**src/rtl/fetch_unit_if.sv**
```systemverilog
`default_nettype none
// ============================================================================
// Module   : fetch_unit_if
// Purpose  : Bundles the instruction-memory read bus and the fetch-to-decode
//            valid/ready handshake of the fetch unit.
// Signals  : imem_req / imem_addr / imem_rdata - imem read port (1-cycle latency)
//            if_valid / if_ready / if_instr / if_pc - decode handshake
// Modports : master - fetch side (drives imem request, presents instructions)
//            slave  - memory/decode side
// Revision : 1.0 - initial release
// ============================================================================
interface fetch_unit_if #(
  parameter int PC_W    = 9,
  parameter int INSTR_W = 32
);
  logic               imem_req;
  logic [PC_W-1:0]    imem_addr;
  logic [INSTR_W-1:0] imem_rdata;
  logic               if_valid;
  logic               if_ready;
  logic [INSTR_W-1:0] if_instr;
  logic [31:0]        if_pc;

  modport master (
    output imem_req, imem_addr, if_valid, if_instr, if_pc,
    input  imem_rdata, if_ready
  );

  modport slave (
    input  imem_req, imem_addr, if_valid, if_instr, if_pc,
    output imem_rdata, if_ready
  );
endinterface
`default_nettype wire

```
**src/rtl/fetch_unit.sv**
```systemverilog
`default_nettype none
// ============================================================================
// Module   : fetch_unit
// Purpose  : Instruction-fetch front end. Owns the PC, issues word reads to a
//            1-cycle-latency instruction memory, buffers {pc, instr} pairs in
//            a small FIFO and hands them to decode over valid/ready. A branch
//            redirect reloads the PC and flushes all younger fetch state.
// Ports    : clk         - clock, rising edge
//            reset       - asynchronous reset, active low
//            redirect    - branch/jump taken
//            redirect_pc - branch target (bits [PC_W-1:0] used)
//            misalign    - one-cycle pulse for a target with bits [1:0] != 0
//            bus         - imem read bus and decode handshake (master side)
// Revision : 1.0 - initial release
// ============================================================================
module fetch_unit #(
  parameter int PC_W    = 9,
  parameter int DEPTH   = 2,
  parameter int INSTR_W = 32
) (
  input  wire logic        clk,
  input  wire logic        reset,
  input  wire logic        redirect,
  input  wire logic [31:0] redirect_pc,
  output logic             misalign,
  fetch_unit_if.master     bus
);

  localparam int CW = $clog2(DEPTH + 1);   // count width, holds 0..DEPTH
  localparam int PW = $clog2(DEPTH);       // pointer width
  localparam int EW = PC_W + INSTR_W;      // buffer entry width

  logic [PC_W-1:0] pc;
  logic [PC_W-1:0] req_pc;                 // address of the request now in flight
  logic            inflight;
  logic [CW-1:0]   count;
  logic [PW-1:0]   rd_ptr;
  logic [PW-1:0]   wr_ptr;
  logic [EW-1:0]   mem [DEPTH];

  logic            pop;
  logic            push;
  logic            req;
  logic [CW:0]     occupancy;
  logic [EW-1:0]   head;

  function automatic logic [PW-1:0] next_ptr(input logic [PW-1:0] p);
    return (p == PW'(DEPTH - 1)) ? '0 : p + PW'(1);
  endfunction

  assign pop  = bus.if_valid & bus.if_ready;
  assign push = inflight & ~redirect;

  // Slots already committed: buffered entries plus the response still on its
  // way, minus the one leaving now. Counting the in-flight response is what
  // keeps the buffer from ever overflowing.
  assign occupancy = {1'b0, count} + (CW+1)'(inflight) - (CW+1)'(pop);

  // Gated by reset so no request escapes while the block is held in reset.
  assign req = reset & ~redirect & (occupancy < (CW+1)'(DEPTH));

  assign bus.imem_req  = req;
  assign bus.imem_addr = pc;
  assign bus.if_valid  = (count != '0);

  assign head         = mem[rd_ptr];
  assign bus.if_instr = head[INSTR_W-1:0];

  generate
    if (PC_W < 32) begin : g_pc_ext
      logic unused_redirect_bits;
      assign bus.if_pc             = {{(32-PC_W){1'b0}}, head[EW-1:INSTR_W]};
      assign unused_redirect_bits  = ^redirect_pc[31:PC_W];
    end else begin : g_pc_full
      assign bus.if_pc = head[EW-1:INSTR_W];
    end
  endgenerate

  always_ff @(posedge clk or negedge reset) begin
    if (!reset) begin
      pc       <= '0;
      req_pc   <= '0;
      inflight <= 1'b0;
      count    <= '0;
      rd_ptr   <= '0;
      wr_ptr   <= '0;
      misalign <= 1'b0;
      for (int i = 0; i < DEPTH; i++) begin
        mem[i] <= '0;
      end
    end else if (redirect) begin
      // Flush: the response arriving now is dropped, and any pop this cycle
      // is simply absorbed by clearing the buffer.
      pc       <= {redirect_pc[PC_W-1:2], 2'b00};
      inflight <= 1'b0;
      count    <= '0;
      rd_ptr   <= '0;
      wr_ptr   <= '0;
      misalign <= |redirect_pc[1:0];
    end else begin
      misalign <= 1'b0;
      inflight <= req;
      if (req) begin
        pc     <= pc + PC_W'(4);
        req_pc <= pc;
      end
      if (push) begin
        mem[wr_ptr] <= {req_pc, bus.imem_rdata};
        wr_ptr      <= next_ptr(wr_ptr);
      end
      if (pop) begin
        rd_ptr <= next_ptr(rd_ptr);
      end
      case ({push, pop})
        2'b10:   count <= count + CW'(1);
        2'b01:   count <= count - CW'(1);
        default: count <= count;
      endcase
    end
  end

endmodule
`default_nettype wire

```
**src/flat_wrapper.sv**
```systemverilog
// flat-port wrapper written by rule: the top's interface ports become plain ports
module fetch_unit_flat 
#(
  parameter int PC_W    = 9,
  parameter int DEPTH   = 2,
  parameter int INSTR_W = 32
)
  (clk, reset, redirect, redirect_pc, misalign, bus_imem_req, bus_imem_addr, bus_if_valid, bus_if_instr, bus_if_pc, bus_imem_rdata, bus_if_ready);
  fetch_unit_if #(.PC_W(PC_W), .INSTR_W(INSTR_W)) bus_i ();
  input  wire logic clk;
  input  wire logic reset;
  input  wire logic redirect;
  input  wire logic [31:0] redirect_pc;
  output logic misalign;
  output wire logic [$bits(bus_i.imem_req)-1:0] bus_imem_req;
  output wire logic [$bits(bus_i.imem_addr)-1:0] bus_imem_addr;
  output wire logic [$bits(bus_i.if_valid)-1:0] bus_if_valid;
  output wire logic [$bits(bus_i.if_instr)-1:0] bus_if_instr;
  output wire logic [$bits(bus_i.if_pc)-1:0] bus_if_pc;
  input wire logic [$bits(bus_i.imem_rdata)-1:0] bus_imem_rdata;
  input wire logic [$bits(bus_i.if_ready)-1:0] bus_if_ready;
  assign bus_imem_req = bus_i.imem_req;
  assign bus_imem_addr = bus_i.imem_addr;
  assign bus_if_valid = bus_i.if_valid;
  assign bus_if_instr = bus_i.if_instr;
  assign bus_if_pc = bus_i.if_pc;
  assign bus_i.imem_rdata = bus_imem_rdata;
  assign bus_i.if_ready = bus_if_ready;
  fetch_unit #(.PC_W(PC_W), .DEPTH(DEPTH), .INSTR_W(INSTR_W)) u_core (.clk(clk), .reset(reset), .redirect(redirect), .redirect_pc(redirect_pc), .misalign(misalign), .bus(bus_i));
endmodule
```
**config.mk**
```make
export PLATFORM = sky130hd
export DESIGN_NAME = fetch_unit_flat
export DESIGN_NICKNAME = d
export VERILOG_FILES = /design/src/rtl/fetch_unit_if.sv /design/src/rtl/fetch_unit.sv /design/src/flat_wrapper.sv
export SDC_FILE = /design/constraint.sdc
export NUM_CORES = 1
export LEC_CHECK = 0
export BUFFER_PORTS_ARGS = -buffer_cell sky130_fd_sc_hd__buf_4
export CAP_MARGIN = 30
export CELL_PAD_IN_SITES_DETAIL_PLACEMENT = 0
export CELL_PAD_IN_SITES_GLOBAL_PLACEMENT = 1
export CORE_MARGIN = 10
export CORE_UTILIZATION = 36
export DETAILED_ROUTE_END_ITERATION = 10
export GPL_TIMING_DRIVEN = 1
export PLACE_DENSITY = 0.77
export REMOVE_ABC_BUFFERS = 1
export SYNTH_ARGS = -nofsm -noshare
export SYNTH_HDL_FRONTEND = slang
export SYNTH_SLANG_ARGS = --single-unit
```
**constraint.sdc**
```tcl
create_clock -name clk -period 2.9 [get_ports clk]
set_input_delay 0.58 -clock clk [delete_from_list [all_inputs] [get_ports clk]]
set_output_delay 0.58 -clock clk [all_outputs]
set_load 0.005 [all_outputs]
```
==> metrics.md <==
| Metric | Value |
|---|---|
| Syn Inst Count | 338 |
| Final Setup Violations | 1 |
| Clk_lat worst skew | 0.34 ns |
| EDFF count, synth | 0 |
| Site row count | 41 |
| Clock sinks | 98 |
| Failing checks | negative setup slack |
| Area of the multi-input gates | 0.001926 sq mm |
| Setup CP Type | flip-flop to output port |
| Antenna viol nets, final | 0 |
| Max-capacitance violation count | 0 |
| Die Span Y | 132.6 microns |
| Sequential-to-total area share from yosys stat | 53.77% |
| First-pass GRT wire length | 16130 microns |
| Clk root buf | clkbuf_16 |
| Total core area | 0.01252 sq mm |
| Drt wl/cell | 15.74 microns |
| Ports | 144 |
| Final setup margin | -0.2206 ns |
| Synthesized area | 0.004561 sq mm |
| CTS Hold Buffers Added | 0 |
| Final period utilization | 107.6% |
| Port Buffers | 93 |
| Placer Congestion | 0.7627 |
| Final Non-Filler Cells | 619 |
| CTS Buffer Depth | 2 |
| Final hold viol count | 0 |
| Setup Skew | 0.006712 ns |
| Worst setup EP type | output port |
| Die area | 0.01757 sq mm |
| H-tree Lvls | 3 |
| Startpoint Class | flip-flop |
| Unrepaired setup endpoints after global routing | true |
| Fraction of registers with async set/reset | 100.0% |
| Drt drc | 0 |
| Worst path slowest cell | fa_2 |
| Vias in the first global route | 3144 |
| CP startpoint | u_core.count[0]$_DFFE_PN0P_ |
| Final min period | 3.121 ns |
| Largest net degree at the start of global routing | 59 |
| TritonCTS Buffers | 9 |
| Leakage | 2.720 nW |
| Least-Margin Pin Slew | 0.7362 ns |
| Post-Syn Area per Cell | 13.49 sq um |
| Crit path cell chain | or2_4 -> and2_4 -> ha_4 -> nand2b_4 -> fa_2 -> nand2_2 -> or3_4 -> inv_8 -> buf_6 |
| Vias | 2828 |
| Synth Register Bits | 98 |
| Die width | 132.6 microns |
| GR Overflow Total | 0 |
| Drt total wl | 9741 microns |
| Worst VDD drop | 258.3 uV |
| FF-to-FF path depth | 9 |
| Placed Cells | 600 |
| Crit-path max cell delay | 0.52 ns |
| Dominant synthesized flop cell | dfrtp_1 |
| Fmax | 320.4 MHz |
| GR Util All Layers | 11.26% |
| Layout cells sized above 1 | 57.49% |
| Final-stage net count | 514 |
| Netlist cell types | 36 |
| Run status | finished, violations left |
| Starting Density | 36.44% |
| CTS clk-pin slew, worst paths | 0.06 ns |
| Worst Path Required | 2.32 ns |
| Ant. Diodes | 0 |
| Critical R2R Launch | u_core.count[0]$_DFFE_PN0P_ |
| Synth warnings | 0 |
| PD cells | 751.5 mW/mm^2 |
| Layout area overhead | 26.72% |
| Pre-Repair DR Iteration Count | 4 |
| CTS tree | done |
| DP Worst Slack | -0.1521 ns |
| CP max FO | 2 |
| RR Endpoint | u_core.bus.imem_addr[5]$_DFFE_PN0P_ |
| Filler cell count | 1189 |
| Initial antenna violation count | 0 |
| Final Slew Violations | 0 |
| FF/Latch Area | 0.002454 sq mm |
| DP HPWL | 6942 microns |
| Crit path DAT | 2.54 ns |
| Slew HR | 50.92% |
| Iter 0 DRT Violations | 141 |
| Vias per Instance | 4.569 |
| R2r setup slk | 0.27 ns |
| Hold crit path type | input port to async pin |
[synthesized netlist by cell type (2+ instances only)]
cell      instances  area, sq um
nor2_1            7        26.28
nand3_1           4        20.02
ha_1              2        25.02
o311ai_0          4        35.03
buf_2             6        30.03
buf_4            30        225.2
mux2_2          117         1318
or3_1             2        12.51
inv_1             5        18.77
o311ai_2          2        32.53
o311ai_1          2        17.52
nand2_1          29        108.9
dfrtp_1          98         2452
buf_1             4        15.01
buf_6             2        22.52
xnor2_1           4        35.03
[critical path: cells and delay by family, from the launching register on]
family | cells | cell delay [ns]
adders and majority gates | 2 | 0.72
buffers and inverters | 2 | 0.14
and+or+nand+nor | 5 | 0.95
DFF | 1 | 0.38
[where the power goes]
group,internal (W),switching (W),leakage (nW)
sequential,0.00177,0.000209,1.22
combinational,0.000762,0.000400,1.35
clock,0.000733,0.000465,0.152
[stage by stage]
| stage | utilization, % | TNS (ns) | hold WS (ns) | total power [W] | instance area [sq um] |
|---|---|---|---|---|---|
| 2_1_floorplan | - | -0.4529 | 0.2844 | 0.002594 | 4362 |
| 3_5_place_dp | 43.18 | -0.1761 | 0.4865 | 0.003191 | 5405 |
| 3_3_place_gp | 43.18 | -0.1440 | 0.4773 | 0.003125 | 5405 |
| 6_report | 46.17 | -0.2206 | 0.3562 | 0.004343 | 5779 |
| 4_1_cts | 46.05 | -0.2769 | 0.3682 | 0.004423 | 5764 |
| 5_1_grt | 46.17 | -0.2915 | 0.3947 | 0.004625 | 5779 |
[timing repair]
item                                    CTS  global route
resized for setup                         8             0
endpoints found under the hold margin     0             0
setup buffers                             2             2
endpoints found under the setup margin    3             1
pin swaps                                 5             3
[final cells by class]
type                       count  area share, %
tap                          172          3.724
timing repair buffer         111          14.70
inverter                       6         0.5196
clock inverter                 2         0.6062
multi-input combinational    217          33.32
clock buffer                  13          4.676
sequential                    98          42.46
[sequential cells by signal (all words and copies together) (netlist names)]
register,cells
u_core.bus.imem_addr,7
u_core.count,2
u_core.req_pc,7
u_core.misalign,1
u_core.mem,78
u_core.wr_ptr,1
u_core.rd_ptr,1
u_core.inflight,1
[placed cells by master (no fill, tap or decap), drive strengths merged, types with 2 or more instances in the layout]
master and instances:
ha 2, o311ai 8, o21ai 3, nand3 4, nor3 2, conb 27, nor2 7, nand2 29
mux2 117, or3 2, inv 6, dfrtp 98, clkbuf 13, xnor2 4, buf 111
[kinds of logic (layout without fill, tap and decap cells)]
family	count (synthesis)	count (layout)	synth area share, %
muxes	118	118	29.11
DFF	98	98	53.77
buffers and inverters	49	132	7.160
and+or+nand+nor	48	48	4.637
AOI/OAI and AO/OA	16	16	3.127
xor gates and xnor gates	5	5	1.125
adders and majority gates	3	3	0.9876
other	1	27	0.08223
[per-layer routing]
layer	wire length (microns)	global-route usage, %
met4	169	4.951
met2	4832	18.55
met5	0	0
met3	477	3.331
met1	4261	13.32
[worst max-delay path by stage]
stage / slack [ns] / cells past startpoint / endpoint
floorplan: -0.34 / 8 / bus_imem_req
global placement: -0.14 / 9 / bus_imem_req
detailed placement: -0.15 / 9 / bus_imem_req
CTS: -0.28 / 9 / bus_imem_req
global route: -0.29 / 9 / bus_imem_req
finish: -0.22 / 9 / bus_imem_req
Note: power is estimated with default switching activity, not from simulation.
